$ cat config.mk
export PLATFORM = sky130hd
export DESIGN_NAME = sw_alloc_mc
export DESIGN_NICKNAME = d
export VERILOG_FILES = /design/src/rtl/sw_alloc_mc.sv
export SDC_FILE = /design/constraint.sdc
export NUM_CORES = 1
export LEC_CHECK = 0
export CAP_MARGIN = 30
export CORE_MARGIN = 2
export CORE_UTILIZATION = 35
export CTS_BUF_LIST = sky130_fd_sc_hd__clkbuf_8
export CTS_CLUSTER_SIZE = 28
export DETAILED_ROUTE_END_ITERATION = 8
export GPL_TIMING_DRIVEN = 0
export PLACE_DENSITY = 0.6
export SYNTH_ARGS = -nofsm -noshare
export SYNTH_HDL_FRONTEND = slang
export SYNTH_SLANG_ARGS = --single-unit
$ cat constraint.sdc
create_clock -name clk -period 41.4 [get_ports clk]
set_input_delay 4.14 -clock clk [delete_from_list [all_inputs] [get_ports clk]]
set_output_delay 4.14 -clock clk [all_outputs]
set_load 0.02 [all_outputs]
$ cat src/rtl/sw_alloc_mc.sv
// sw_alloc_mc: round-robin switch allocator with forward-and-absorb dual-port grants.
// Grants hold until tail transfer; freed outputs are reusable from the following cycle.
module sw_alloc_mc #(
    parameter int NPORT = 5,
    parameter int PW    = 3
) (
    input  logic                clk,
    input  logic                rst,
    input  logic [NPORT-1:0]    req,
    input  logic [NPORT*PW-1:0] port_sel,
    input  logic [NPORT-1:0]    fwdab,
    input  logic [NPORT-1:0]    tail_xfer,
    output logic [NPORT-1:0]    gnt,
    output logic [NPORT-1:0]    gnt_fa,
    output logic [NPORT-1:0]    out_busy,
    output logic [NPORT*PW-1:0] out_src
);
    logic [NPORT-1:0]    gnt_q, gnt_d, gnt_fa_q, gnt_fa_d, busy_q, busy_d;
    logic [NPORT*PW-1:0] src_q, src_d;
    logic [PW-1:0]       rr_q, rr_d;
    logic [NPORT-1:0]    rel, freed, taken, need;
    logic [PW-1:0]       sel;
    logic                any;
    int                  idx, last;

    always_comb begin
        rel    = gnt_q & tail_xfer;
        freed  = '0;
        taken  = '0;
        need   = '0;
        sel    = '0;
        idx    = 0;
        last   = 0;
        any    = 1'b0;
        src_d  = src_q;
        gnt_d  = gnt_q & ~rel;
        gnt_fa_d = gnt_fa_q & ~rel;
        for (int o = 0; o < NPORT; o++)
            for (int i = 0; i < NPORT; i++)
                if (busy_q[o] && src_q[o*PW +: PW] == PW'(i) && rel[i]) freed[o] = 1'b1;
        for (int o = 0; o < NPORT; o++)
            if (freed[o]) src_d[o*PW +: PW] = '0;
        // Eligibility uses registered ownership, so ports freed this edge stay unavailable until the next.
        for (int k = 0; k < NPORT; k++) begin
            idx  = (int'(rr_q) + k) % NPORT;
            sel  = port_sel[idx*PW +: PW];
            need = '0;
            if (int'(sel) < NPORT) begin
                need[sel] = 1'b1;
                need[0]   = need[0] | (fwdab[idx] && sel != '0);
            end
            if (req[idx] && !gnt_q[idx] && need != '0 && (need & (busy_q | taken)) == '0) begin
                taken         = taken | need;
                gnt_d[idx]    = 1'b1;
                gnt_fa_d[idx] = need[0] && sel != '0;
                for (int o = 0; o < NPORT; o++)
                    if (need[o]) src_d[o*PW +: PW] = PW'(idx);
                last = idx;
                any  = 1'b1;
            end
        end
        busy_d = (busy_q & ~freed) | taken;
        rr_d   = any ? PW'((last + 1) % NPORT) : rr_q;
    end

    always_ff @(posedge clk) begin
        if (rst) begin
            gnt_q    <= '0;
            gnt_fa_q <= '0;
            busy_q   <= '0;
            src_q    <= '0;
            rr_q     <= '0;
        end else begin
            gnt_q    <= gnt_d;
            gnt_fa_q <= gnt_fa_d;
            busy_q   <= busy_d;
            src_q    <= src_d;
            rr_q     <= rr_d;
        end
    end

    assign gnt      = gnt_q;
    assign gnt_fa   = gnt_fa_q;
    assign out_busy = busy_q;
    assign out_src  = src_q;
endmodule

Word level (Yosys, flattened, before mapping)
Cells that the tools add are included.
{"block": "op_classes", "add_sub_neg": 5, "multipliers": 5, "div_mod_pow": 6, "magnitude_cmp": 25, "eq_ne": 20, "shifts": 5, "n_mux": 160, "n_bitwise": 30, "reduce_logical": 110}
{"op": ">= comparator 32 x 1 -> 1 bit (second input constant)", "count": 5}
{"op": "less-than comparator 32 x 5 -> 1 bit (second input constant)", "count": 5}
{"op": "remainder unit 32 x 4 -> 32 bit (second input constant)", "count": 5}
{"op": "multiplier 32 x 3 -> 32 bit (second input constant)", "count": 5}
{"op": "two-way mux 32 bit", "count": 5}
{"op": "indexed part select 15 x 32 -> 3 bit", "count": 5}
{"op": "two-way mux 5 bit", "count": 20}
{"op": "two-way mux 3 bit", "count": 30}
{"op": "logical AND 1 bit", "count": 85}
{"op": "two-way mux 15 bit", "count": 5}
{"op": "two-way mux 1 bit", "count": 70}
{"op": "bitwise OR 5 bit", "count": 14}
{"op": "AND 5 bit", "count": 9}
{"op": "binary-select mux 1 bit (select 3 bit)", "count": 15}
{"op": "adder 32 x 2 -> 32 bit (second input constant)", "count": 1}
{"op": "remainder unit 4 x 4 -> 32 bit (second input constant)", "count": 1}
{"op": "demux 1 bit (select 3 bit)", "count": 10}
{"op": "== test 3 x 2 -> 1 bit (second input constant)", "count": 10}
{"op": "bitwise mux 5 bit", "count": 5}
{"op": "zero test 5 bit", "count": 5}
{"op": "nonzero test 5 bit", "count": 5}
{"op": "less-than comparator 3 x 4 -> 1 bit (second input constant)", "count": 5}
{"op": "== test 3 x 1 -> 1 bit (second input constant)", "count": 5}
{"op": "== test 3 bit (second input constant)", "count": 5}
{"op": "10 further kinds", "count": 36}
{"block": "word_totals", "ff_bits": 33, "in_bits": 32, "output_inout_bits": 30, "elab_cells": 371}

Longest topological paths before layout
Gate-level depths: netlist (run 1).
{"block": "logic_depth", "ltp_word": 35, "depth_mapped": 74}

Worst setup path after synthesis (run 1)
Ideal clock, no wire load.
{"block": "synth_path", "path_kind": "reg2reg", "from": "register rr_q[0]", "to": "register rr_q[2]", "setup_time_ps": 74, "arrival_time_ps": 14102, "required_ps": 41326, "path_slack_ps": 27224, "stages_incl_launch_ff": 70, "path_buffers": 9, "synth_period_minus_slack_ps": 14176, "cell_sequence": "dfxtp_1 inv_2 buf_2 ha_1 inv_1 ha_1 buf_2 inv_1 ha_1 or3_1 nand2_1 xnor2_1 ha_1 nand2b_1 a22oi_1 clkbuf_1 mux2i_1 clkbuf_1 (+34 left out) a211oi_1 a31oi_1 nor2_1 ha_1 nor2_1 a21o_1 a211oi_1 a31oi_1 xnor2_1 ha_1 nand2b_1 a22oi_4 xnor2_1 ha_1 nor2_1 or3_1 or3_1 a31oi_1"}
{"block": "synth_via", "elab_chain_len": 35, "elab_cells_between_ends": 172}
{"item": "from (decl)", "line_no": "20", "text": "logic [PW-1:0] rr_q, rr_d;"}
{"item": "from (signal assigned)", "line_no": "78", "text": "rr_q <= rr_d;"}
{"item": "parallel branches: the longest is 35 deep, another holds remainder unit 32 x 4 -> 32 bit"}
Parallel ways; which one is timed is not known. The select of a mux whose other input is x is not followed.
A chain may end at the register's enable or synchronous reset.

Worst setup path after layout (run 1)
Same ends and word-level chain as after synthesis.

==> qor.yml, run 1 <==
outcome:
  status: "completed"
clocking:
  clk_pin_slew_ps: 90
  post_cts_resized: 0
  cts_tree: "yes"
  ctsHtreeMaxLevel: 2
  insertion_delay_ps: 310
  ctsHoldBuffers: 0
  post-cts-setup-buffer-count: 0
  clockBufferDepth: 2
  clock-sinks: 33
  cts_buffers: 5
  cts-root-buf: "clkbuf_8"
worst_setup_path:
  cp_common_cell: "ha_1"
  slowest_stage: "a21oi_1"
  r2r_slack_ps: 22960
  cp-end-kind: "register"
  crit_end: "rr_q[2]$_SDFFE_PP0P_"
  cp.arrival_ps: 18680
  cpLargestDelayFamily: "compound AO/OA/AOI/OAI gates"
  critPathMaxFanout: 13
  crit_cells: 69
  r2r_end: "rr_q[2]$_SDFFE_PP0P_"
  crit_required_ps: 41640
  reg2regPathDepth: 69
  crit_buf_inv: 13
  reg2reg_from: "rr_q[0]$_SDFFE_PP0P_"
  critPathKind: "reg2reg"
  start_kind: "register"
  max_stage_delay_ps: 890
  crit_start: "rr_q[0]$_SDFFE_PP0P_"
synth:
  synth_area_leader_cell: "ha_1"
  synth_area_leaders: "ha_1 8.3%, nor2_1 5.9%, nand2_1 5.6%, dfxtp_1 5.5%, mux2i_1 5.3%"
  synth-main-ff-cell: "dfxtp_1"
  avgSynthCellArea_um2: 6.91
  yosysSeqAreaShare_pct: 5.48
  syn-num-nets: 1861
  async_flop_share_pct: 0
  synth.distinct_cells: 125
  yosysMostFrequentCell: "nor2_1"
  synth_edf_count: 0
  netlist_area_um2: 12000
  yosys-top-cells-count: "189 x nor2_1, 181 x nand2_1, 118 x a21oi_1, 91 x o21ai_0, 83 x inv_1"
  yosysTopAreaCellShare_pct: 8.31
  synth_seq_cells: 33
  yosysWarnings: 0
  syn_inst: 1744
place:
  hpwl_um: 41100
  postPlaceCellArea_um2: 13200
  io_buffers: 58
  globalplace.congestion: 1.00
finish:
  synthToLayoutAreaGrowth_pct: 10.7
  fin_nets: 1932
  drive_gt1_share_pct: 9.70
  final_area_um2: 13300
  diodes: 0
timing:
  tns_ps: 0
  final_max_slew_viol_count: 0
  hold_slack_ps: 775
  worst_pin_slew_ps: 1180
  hold_violations: 0
  rsz0062_at_grt: "false"
  finalSetupViolations: 0
  relSlewSlack_pct: 21.6
  fin_crit_ps: 18440
  max_freq_ghz: 0.0542
  skew_ps: 14.9
  fin_crit_sh_pct: 44.5
run:
  maxCapViolCount: 0
global_route:
  grt_overflow: 0
  grt_pass1_wl_um: 79500
  grt_start_max_net_pins: 14
  first_global_vias: 13638
  groute.usage.overall_pct: 28.2
  antenna_found_initial: 0
floorplan:
  start_util_pct: 35.8
  boundaryPins: 62
  num_rows: 67
  dieArea_um2: 35900
  chipHeight_um: 190
  core_area_um2: 33700
  die_w_um: 190
detailed_routing:
  vias: 14693
  avgRoutedWirePerCell_um: 23.1
  vias_per_cell: 6.49
  drt_wl_total_um: 52300
  drc: 0
  ant_nets: 0
  drt_first_pass_iters: 8
  drt_iter0_markers: 1693
worst_hold_path:
  worstHoldPathType: "reg2reg"
final cells by class:
cell class,instances,area (um^2)
clock buffer,6,82.6
timing repair buffer,64,624
fill,3649,20400
inverter,93,352
sequential,33,661
buffer,112,538
clock inverter,1,7.51
multi-input combinational,1506,10500
tap,448,561
per-layer routing:
layer,global-route usage (%),vias up,wire length [um]
li1,-,6749,-
met4,12.5,0,2360
met5,0,-,0
met2,45.2,836,23300
met3,3.04,150,4410
met1,38.2,6958,22200
worst min-delay path: stages (launching register included):
cell,delay [ps]
dfxtp_1,340
inv_1,100
o21ai_0,90
nor2_1,90
a41oi_1,110
how the worst min path moves through the flow:
stage                                    start                   end  slack (ps)  cells after the start
after CTS                    gnt[0]$_SDFF_PP0_     gnt[0]$_SDFF_PP0_         770                      4
after global placement       gnt[0]$_SDFF_PP0_     gnt[0]$_SDFF_PP0_         750                      4
after detailed placement     gnt[0]$_SDFF_PP0_     gnt[0]$_SDFF_PP0_         750                      4
final                        gnt[0]$_SDFF_PP0_     gnt[0]$_SDFF_PP0_         770                      4
after floorplan           rr_q[1]$_SDFFE_PP0P_  rr_q[1]$_SDFFE_PP0P_         640                      2
after global routing         gnt[0]$_SDFF_PP0_     gnt[0]$_SDFF_PP0_         840                      4
flip-flops by register name, summed over array words and instances, names as in the netlist:
register	cells
out_src	15
gnt	5
rr_q	3
gnt_fa	5
out_busy	5
metrics by stage:
step / setup WS (ps) / utilization (%) / instances
after floorplan: 27220 / - / 1744
after global placement: 22970 / 39.1 / 2250
after detailed placement: 23470 / 39.3 / 2256
after CTS: 23390 / 39.6 / 2263
after global routing: 21740 / 39.6 / 2263
final: 22960 / 39.6 / 2263
cells by family (layout without fill, tap and decap cells):
kind of cell               Yosys count  count (layout)  synth area share [%]
buffers and inverters              205             276                  7.38
muxes                              104             104                  11.6
DFF                                 33              33                  5.48
and+or+nand+nor                    703             703                  28.4
adders and majority gates           87              87                  9.31
AOI/OAI and AO/OA                  563             563                  33.9
xor gates and xnor gates            49              49                  3.84
placed cells by master, fill, tap and decap left out, types with 9 or more instances in the layout:
cell / synthesis / layout
a211oi_1: 34 / 34
nand2_1: 181 / 181
clkbuf_1: 63 / 63
o221ai_1: 11 / 11
nand4_1: 22 / 22
xor2_1: 9 / 9
a22oi_1: 9 / 9
nor3_1: 69 / 69
o22ai_1: 18 / 18
buf_2: 24 / 26
nor2b_1: 15 / 15
o31ai_1: 15 / 15
a21oi_1: 118 / 118
o2111ai_1: 10 / 10
a211o_1: 11 / 11
or2_2: 9 / 9
o31a_1: 10 / 10
o21a_1: 15 / 15
o21ai_0: 91 / 91
nor2_1: 189 / 189
clkdlybuf4s50_1: 0 / 58
inv_1: 83 / 83
ha_1: 80 / 80
mux2_2: 10 / 10
a21o_1: 21 / 21
and3_1: 21 / 21
xnor2_1: 37 / 37
mux4_2: 27 / 27
a31oi_1: 35 / 35
nor4_1: 23 / 23
buf_4: 11 / 12
o211ai_1: 17 / 17
or3_1: 20 / 20
nand2b_1: 24 / 24
mux2i_1: 64 / 61
o21ai_1: 12 / 12
nand3_1: 65 / 65
dfxtp_1: 33 / 33
and2_1: 18 / 18
Power of run 1 is not shown: default switching activity piles up to over one toggle a cycle in this logic, so the estimate is an artifact.
==> inputs of run 2 (changes only) <==
clock period = 17.8 ns   (was 41.4 ns; I/O delays follow)
==> run 2 against run 1 <==
Compared with the run above: design area grew 0.39%; clock skew is 2.0 ps lower; register-to-register slack worse by 22000 ps; largest cell class unchanged; maximum frequency increased by 9.6%.
==> qor.yml, run 2 (synthesis results as in run 1) <==
finish:
  largest_reg_flops: 15  # unchanged
  layout_common_cells: "189 x nor2_1, 181 x nand2_1, 117 x a21oi_1, 91 x o21ai_0, 83 x inv_1"
  final_core_util_pct: 39.7  # +0.16 points
  fillers: 3653  # +0.11%
  final_common_cell: "nor2_1"
  drive_gt1_share_pct: 10.3  # +0.61 points
  final_area_um2: 13400  # +0.39%
  diodes: 0  # unchanged
  fin_nets: 1931  # -0.052%
  synthToLayoutAreaGrowth_pct: 11.1
worst_setup_path:
  reg2reg_from: "rr_q[0]$_SDFFE_PP0P_"
  max_stage_delay_ps: 840  # -50 ps
  slowest_stage: "a21oi_1"
  cp.arrival_ps: 17060  # -1620 ps
  r2r_slack_ps: 980  # -21980 ps
  start_kind: "register"
  crit_end: "rr_q[2]$_SDFFE_PP0P_"
  critPathMaxFanout: 13  # unchanged
  critPathKind: "reg2reg"
  crit_required_ps: 18030  # -23610 ps
  cp-end-kind: "register"
  reg2regPathDepth: 64  # -7.2%
  crit_start: "rr_q[0]$_SDFFE_PP0P_"
  r2r_end: "rr_q[2]$_SDFFE_PP0P_"
  cp_common_cell: "ha_1"
clocking:
  cts_tree: "yes"
  post-cts-setup-buffer-count: 0  # unchanged
  clock-sinks: 33  # unchanged
  cts-root-buf: "clkbuf_8"
  clk_pin_slew_ps: 80  # about the same
  clockBufferDepth: 2  # unchanged
  ctsHtreeMaxLevel: 2  # unchanged
  cts_buffers: 5  # unchanged
  insertion_delay_ps: 300  # about the same
detailed_routing:
  wl_met1_um: 22600  # +1.5%
  vias: 14621  # -0.49%
  vias_per_cell: 6.46  # -0.45%
  drt_first_pass_iters: 5  # -3
  drt_wl_total_um: 52300  # about the same
  ant_nets: 0  # unchanged
  wl_met2_um: 23200  # -0.32%
  top_layer: "met4"
  drc: 0  # unchanged
  wl_met3_um: 4080  # -7.4%
  drt_iter0_markers: 1512  # -11%
  avgRoutedWirePerCell_um: 23.1  # about the same
global_route:
  grt_pass1_wl_um: 79500  # about the same
  first_global_vias: 13640  # +0.015%
  grt_start_max_net_pins: 14  # unchanged
  grt_overflow: 0  # unchanged
  antenna_found_initial: 0  # unchanged
  groute.usage.overall_pct: 28.2  # about the same
floorplan:
  start_util_pct: 35.8  # unchanged
  num_rows: 67  # unchanged
  core_area_um2: 33700  # unchanged
  dieArea_um2: 35900  # unchanged
  chipHeight_um: 190  # unchanged
  die_w_um: 190  # unchanged
  boundaryPins: 62  # unchanged
worst_hold_path:
  hp-start: "rr_q[1]$_SDFFE_PP0P_"
  worstHoldPathType: "reg2reg"
timing:
  finalSetupViolations: 0  # unchanged
  skew_ps: 12.9  # -1.99 ps
  worst_pin_slew_ps: 1070  # -104 ps
  fin_crit_sh_pct: 94.5  # +50 points
  rsz0062_at_grt: "false"
  max_freq_ghz: 0.0594  # +9.6%
  fin_crit_ps: 16820  # -1620 ps
  relSlewSlack_pct: 28.5  # +7.0 points
  hold_violations: 0  # unchanged
  tns_ps: 0  # unchanged
  final_max_slew_viol_count: 0  # unchanged
place:
  io_buffers: 58  # unchanged
  postPlaceCellArea_um2: 13200  # unchanged
  hpwl_um: 41100  # unchanged
  globalplace.congestion: 1.00  # unchanged
run:
  maxCapViolCount: 0  # unchanged
outcome:
  status: "completed"
[run 2: changes by cell type in the layout (fill, tap and decap cells not counted), sizes merged]
| cell | delta |
|---|---|
| buf | -2 |
| clkbuf | +1 |
[run 2: repair_timing]
action / 4_1_cts / 5_1_grt
cloned: 0 / 0
setup endpoints to repair: 1 / 3
resized for setup: 2 / 16
hold buffers: 0 / 0
[run 2: how the worst min path moves through the flow]
stage                     slack (ps)  cells after the start                   end
after floorplan                  640                      2  rr_q[1]$_SDFFE_PP0P_
after global placement           750                      4     gnt[0]$_SDFF_PP0_
after detailed placement         750                      4     gnt[0]$_SDFF_PP0_
after CTS                        770                      4     gnt[0]$_SDFF_PP0_
after global routing             730                      2  rr_q[1]$_SDFFE_PP0P_
final                            680                      2  rr_q[1]$_SDFFE_PP0P_
[run 2: routing by layer]
layer	global-route usage, %	vias to the layer above
met4	12.5	0
met1	38.2	6921
met3	3.04	165
li1	-	6744
met5	0	-
met2	45.2	791
[run 2: area by class of cell]
cell class	instances	area (um^2)	share of cell area, %
Multi-Input combinational cell	1506	10600	78.8
Sequential cell	33	663	4.95
Timing Repair Buffer	64	624	4.66
Tap cell	448	561	4.19
Buffer	111	543	4.06
Inverter	93	352	2.63
Clock buffer	6	82.6	0.617
Clock inverter	1	7.51	0.0561
[run 2: per-stage QoR]
stage               setup slack (ps)  hold WS (ps)  cells
floorplan                       3620           641   1744
global placement                -633           751   2250
detailed placement              -131           752   2256
CTS                              237           766   2263
global route                    34.7           729   2262
finish                           976           678   2262
[run 2: worst max-delay path, delay by kind of cell (launching register included)]
family	cells	cell delay, ps
adders and majority gates	8	2630
DFF	1	540
and+or+nand+nor	16	3240
buffers and inverters	14	3070
xor gates and xnor gates	4	1200
AOI/OAI and AO/OA	22	6040
Power of run 2 is left out for the same reason.
